**config.mk**
```make
export PLATFORM = sky130hd
export DESIGN_NAME = pipe_stall_ctrl
export DESIGN_NICKNAME = d
export VERILOG_FILES = /design/src/rtl/pipe_stall_ctrl.sv
export SDC_FILE = /design/constraint.sdc
export NUM_CORES = 1
export LEC_CHECK = 0
export ABC_AREA = 1
export CAP_MARGIN = 15
export CORE_MARGIN = 2
export CORE_UTILIZATION = 30
export CTS_CLUSTER_DIAMETER = 100
export DETAILED_ROUTE_END_ITERATION = 8
export PLACE_DENSITY = 0.5
export SYNTH_ARGS = -nofsm -noshare
export SYNTH_HDL_FRONTEND = slang
export SYNTH_SLANG_ARGS = --single-unit
```
**constraint.sdc**
```tcl
create_clock -name clock -period 2.3 [get_ports clock]
set_input_delay 0.46 -clock clock [delete_from_list [all_inputs] [get_ports clock]]
set_output_delay 0.46 -clock clock [all_outputs]
set_load 0.02 [all_outputs]
```
**src/rtl/pipe_stall_ctrl.sv**
```systemverilog
`default_nettype none
// ============================================================================
// Module      : pipe_stall_ctrl
// Description : Sequencing controller for the 5-stage pipeline. Produces
//               per-stage latch enables, bubble inserts and the FD flush
//               from the load-use hazard, branch redirect and the multdiv
//               handshake. Owns the multi-cycle multdiv stall, including a
//               hung-unit timeout and a saturating stall-cycle counter.
// Revision    : 1.0 - initial release
// ============================================================================
module pipe_stall_ctrl #(
    parameter int MD_TIMEOUT = 64,
    parameter int CNT_W      = 32
) (
    input  logic             clock,
    input  logic             reset,
    input  logic             haz,
    input  logic             dx_is_md,
    input  logic             branch_taken,
    input  logic             md_ready,
    output logic             pc_en,
    output logic             fd_en,
    output logic             dx_en,
    output logic             xm_en,
    output logic             mw_en,
    output logic             fd_flush,
    output logic             dx_bubble,
    output logic             xm_bubble,
    output logic             md_start,
    output logic             md_busy,
    output logic             md_timeout,
    output logic [CNT_W-1:0] stall_cnt
);

    localparam int              c_TO_W    = $clog2(MD_TIMEOUT);
    localparam logic [c_TO_W-1:0] c_TO_LAST = c_TO_W'(MD_TIMEOUT - 1);

    localparam logic [1:0] c_ST_RUN     = 2'd0;
    localparam logic [1:0] c_ST_MD_WAIT = 2'd1;
    localparam logic [1:0] c_ST_MD_DONE = 2'd2;

    logic [1:0]        r_state;
    logic [c_TO_W-1:0] r_toCnt;
    logic              r_mdTimeout;
    logic [CNT_W-1:0]  r_stallCnt;

    logic w_pcEn, w_fdEn, w_dxEn, w_xmEn, w_mwEn;
    logic w_fdFlush, w_dxBubble, w_xmBubble, w_mdStart;

    // Stage controls decoded from the current state and this cycle's inputs
    always_comb begin
        w_pcEn     = 1'b0;
        w_fdEn     = 1'b0;
        w_dxEn     = 1'b0;
        w_xmEn     = 1'b0;
        w_mwEn     = 1'b0;
        w_fdFlush  = 1'b0;
        w_dxBubble = 1'b0;
        w_xmBubble = 1'b0;
        w_mdStart  = 1'b0;
        if (!reset) begin
            case (r_state)
                c_ST_RUN: begin
                    w_xmEn = 1'b1;
                    w_mwEn = 1'b1;
                    if (branch_taken) begin
                        // Redirect wins: squash FD and DX, no stall
                        w_pcEn     = 1'b1;
                        w_fdEn     = 1'b1;
                        w_dxEn     = 1'b1;
                        w_fdFlush  = 1'b1;
                        w_dxBubble = 1'b1;
                    end else if (dx_is_md) begin
                        // Launch multdiv; md instruction holds in DX
                        w_mdStart  = 1'b1;
                        w_xmBubble = 1'b1;
                    end else if (haz) begin
                        w_dxEn     = 1'b1;
                        w_dxBubble = 1'b1;
                    end else begin
                        w_pcEn = 1'b1;
                        w_fdEn = 1'b1;
                        w_dxEn = 1'b1;
                    end
                end
                c_ST_MD_WAIT: begin
                    // Front frozen while older instructions drain
                    w_xmEn     = 1'b1;
                    w_mwEn     = 1'b1;
                    w_xmBubble = 1'b1;
                end
                c_ST_MD_DONE: begin
                    // md result moves to XM; a load-use hazard still stalls FD
                    w_pcEn     = !haz;
                    w_fdEn     = !haz;
                    w_dxEn     = 1'b1;
                    w_xmEn     = 1'b1;
                    w_mwEn     = 1'b1;
                    w_dxBubble = haz;
                end
                default: begin
                    w_pcEn = 1'b0;
                end
            endcase
        end
    end

    // Sequencer state, multdiv timeout watchdog and stall-cycle counter
    always_ff @(posedge clock) begin
        if (reset) begin
            r_state     <= c_ST_RUN;
            r_toCnt     <= '0;
            r_mdTimeout <= 1'b0;
            r_stallCnt  <= '0;
        end else begin
            if (!w_pcEn && (r_stallCnt != {CNT_W{1'b1}})) begin
                r_stallCnt <= r_stallCnt + CNT_W'(1);
            end
            case (r_state)
                c_ST_RUN: begin
                    if (!branch_taken && dx_is_md) begin
                        r_state <= c_ST_MD_WAIT;
                        r_toCnt <= '0;
                    end
                end
                c_ST_MD_WAIT: begin
                    if (md_ready) begin
                        r_state <= c_ST_MD_DONE;
                    end else if (r_toCnt == c_TO_LAST) begin
                        r_mdTimeout <= 1'b1;
                        r_state     <= c_ST_MD_DONE;
                    end else begin
                        r_toCnt <= r_toCnt + c_TO_W'(1);
                    end
                end
                c_ST_MD_DONE: begin
                    r_state <= c_ST_RUN;
                end
                default: begin
                    r_state <= c_ST_RUN;
                end
            endcase
        end
    end

    assign pc_en      = w_pcEn;
    assign fd_en      = w_fdEn;
    assign dx_en      = w_dxEn;
    assign xm_en      = w_xmEn;
    assign mw_en      = w_mwEn;
    assign fd_flush   = w_fdFlush;
    assign dx_bubble  = w_dxBubble;
    assign xm_bubble  = w_xmBubble;
    assign md_start   = w_mdStart;
    assign md_busy    = (r_state == c_ST_MD_WAIT) || (r_state == c_ST_MD_DONE);
    assign md_timeout = r_mdTimeout;
    assign stall_cnt  = r_stallCnt;

endmodule
`default_nettype wire

```
==> qor.txt <==
Pwr Density -> 609 mW/mm²
area of the multi-input gates -> 0.00162 mm²
Sequential Power Share -> 39.6%
Slew HR -> 74.5%
clk sinks -> 41
final worst path period share -> 95.0%
Total Wirelength -> 7090 µm
Detailed Place HPWL -> 5470 µm
Iteration-0 DRC Markers -> 168
syn_nets -> 444
Startpoint Class -> input port
highest clock rate -> 457 MHz
clock latency on the worst-skew pair -> 0.29 ns
Filler cells -> 1002
clk buf depth -> 2
number of synthesis warnings -> 0
GP Congestion -> 0.831
sw frac -> 37.0%
actual slew at the worst max-slew pin -> 0.382 ns
Cell variety after synth -> 31
synth-to-layout area growth -> 25.1%
Post-DP Area -> 0.00328 mm²
final core utilization -> 38.6%
vias in the first global route -> 2527
Seq cells post-synth -> 41
clock network fraction of total power -> 23.7%
Root Driver -> clkbuf_8
most frequent cells in the layout -> 136 x nand2_1, 87 x nor2_1, 41 x dfxtp_1
first-pass GRT wire length -> 12100 µm
Die Area -> 0.00968 mm²
RSZ-0062 raised after global routing -> no
Worst Hold Launch -> r_toCnt[2]
synthesized area -> 0.00267 mm²
Required @ worst endpoint -> 1.84 ns
WS Path Type -> in -> out
Post-route DRC -> 0
Worst Hold Class -> reg -> reg
Port-buffer cells -> 48
Cells after Synth -> 432
wire length per cell -> 11.9 µm
endpoint with the worst hold slack -> r_toCnt[2]
worst reg2reg setup slack -> 0.35 ns
Global Route met3 Usage -> 2.58%
M2 GR Usage -> 23.7%
Seq/Total Area, Yosys -> 30.7%
Worst Path Arrival -> 1.73 ns
IO Pins -> 49
Post-DRT Antenna Nets -> 0
combinational fraction of design power -> 36.7%
max-cap violations -> 0
die height -> 98.4 µm
Layout Cells excl Fill -> 594
GR Util met1 -> 21.4%
fin nets -> 498
CTS Buf Count -> 5
antenna violations before repair -> 0
min cycle time layout -> 2.19 ns
dpl cells -> 587
worst clock skew -> 0.0101 ns
FF/Latch Area -> 821 µm²
Crit Path Max Fanout -> 3
pin count of the biggest net entering global routing -> 37
worst hold slack -> 0.505 ns
htree depth -> 2
final setup fails -> 0
commonest non-fill, non-tap cell in the layout -> nand2_1
fin area -> 0.00335 mm²
initial core utilization -> 30.8%
VDD IR max -> 381 µV
Pint -> 1.29 mW
Pleak -> 1.38 nW
net switching power -> 0.753 mW
Ant. Diodes -> 0
Clock transition at path regs -> 0.07 ns
GRT overflow -> 0
Hold Vio Cnt, Final -> 0
core area -> 0.00868 mm²
CP endpoint kind -> output pin
total negative slack -> 0 ns
Via Count -> 2732
post-synthesis area per instance -> 6.19 µm²
drt via density -> 4.60
Die W -> 98.4 µm
DR pass1 iterations -> 4
GRT Overall Usage -> 15.1%
R2R cell count -> 8
row count -> 34
grt peak-use layer -> met2
share of layout cells above drive strength 1 -> 9.05%
status -> finished clean
Final Slew Violations -> 0
CTS tree -> done
r2r endpoint -> stall_cnt[23]
reg2reg start -> stall_cnt[1]
hold path cells -> 2
post-CTS setup repair buffer count -> 0
-- synth_stat cells --
cell	number	area, µm²
dfxtp_1	41	821
xnor2_1	4	35.0
inv_1	35	131
buf_2	2	10.0
nor2_4	3	33.8
a21oi_2	5	43.8
inv_2	3	11.3
nand2_1	136	510
nor2_8	1	20.0
nand2_2	3	18.8
nor3_1	3	15.0
nand3_2	1	10.0
o21ai_0	6	30.0
buf_4	5	37.5
or2_2	1	6.26
a21oi_1	32	160
nor2_1	87	327
o21a_1	1	7.51
nand4_1	4	25.0
buf_1	1	3.75
o21bai_1	1	7.51
nand3b_4	1	20.0
ha_1	6	75.1
and2_1	1	6.26
buf_6	4	45.0
nand2_4	3	33.8
nand3_1	34	170
nor2_2	3	18.8
xor2_1	2	17.5
a22oi_1	1	7.51
nand3b_1	2	15.0
-- power by group through the flow --
stage	Sequential (mW)	Combinational, mW	Clock [mW]
2_1_floorplan	0.845	0.479	0
3_5_place_dp	0.823	0.779	0
4_1_cts	0.808	0.755	0.508
6_report	0.807	0.749	0.483
3_3_place_gp	0.820	0.776	0
5_1_grt	0.816	0.842	0.530
-- metal layers --
layer  share of wire (%)  wire [µm]  up-vias
li1                    -          -     1469
met1                  51       3590     1208
met2                  45       3190       48
met3                 3.1        220        7
met4                 1.2         87        0
met5                   0          0        -
-- repair_timing --
item                                    4_1_cts  5_1_grt
gates resized for setup                       9        5
endpoints found under the setup margin        9        3
hold buffers                                  0        0
gates cloned                                  0        0
pin swaps                                     0        0
-- cell families (layout without fill, tap and decap cells) --
kind of cell             count (synthesis)  after routing  synth area share [%]
flip-flops                              41             41                  30.7
adder cells (fa/ha/maj)                  6              6                  2.81
AO/OA/AOI/OAI                           46             46                  9.59
XOR/XNOR                                 6              6                  1.97
buffers and inverters                   50            104                  8.94
AND/OR/NAND/NOR                        283            283                  46.0
-- worst max-delay path by stage --
stage / start / end / cells after the start
after CTS: branch_taken / fd_en / 8
after global routing: branch_taken / dx_bubble / 8
final: branch_taken / dx_bubble / 8
after floorplan: reset / xm_en / 4
after detailed placement: branch_taken / fd_en / 8
after global placement: branch_taken / pc_en / 8
-- final cells by class --
class	instances	area share, %
clock buffer	7	2.58
tap	108	4.04
timing repair buffer	59	16.3
sequential	41	24.5
multi-input combinational	341	48.3
inverter	38	4.26
-- metrics by stage --
step,total power [mW],worst slack [ns]
2_1_floorplan,1.32,0.407
3_3_place_gp,1.60,-0.241
3_5_place_dp,1.60,-0.247
4_1_cts,2.07,0.0235
5_1_grt,2.19,0.0000470
6_report,2.04,0.114
-- registers in the layout (all words and copies together) (netlist names) --
name,flops
md_timeout,1
r_state,2
r_toCnt,6
stall_cnt,32
-- worst max-delay path, cell delays in order --
cell             delay, ns
clkdlybuf4s50_1       0.50
inv_1                 0.06
nand2_1               0.06
nand2_1               0.06
nand2_1               0.09
nand2_1               0.07
nor2_1                0.09
dlygate4sd2_1         0.33
Power figures use the tool's default switching activity.
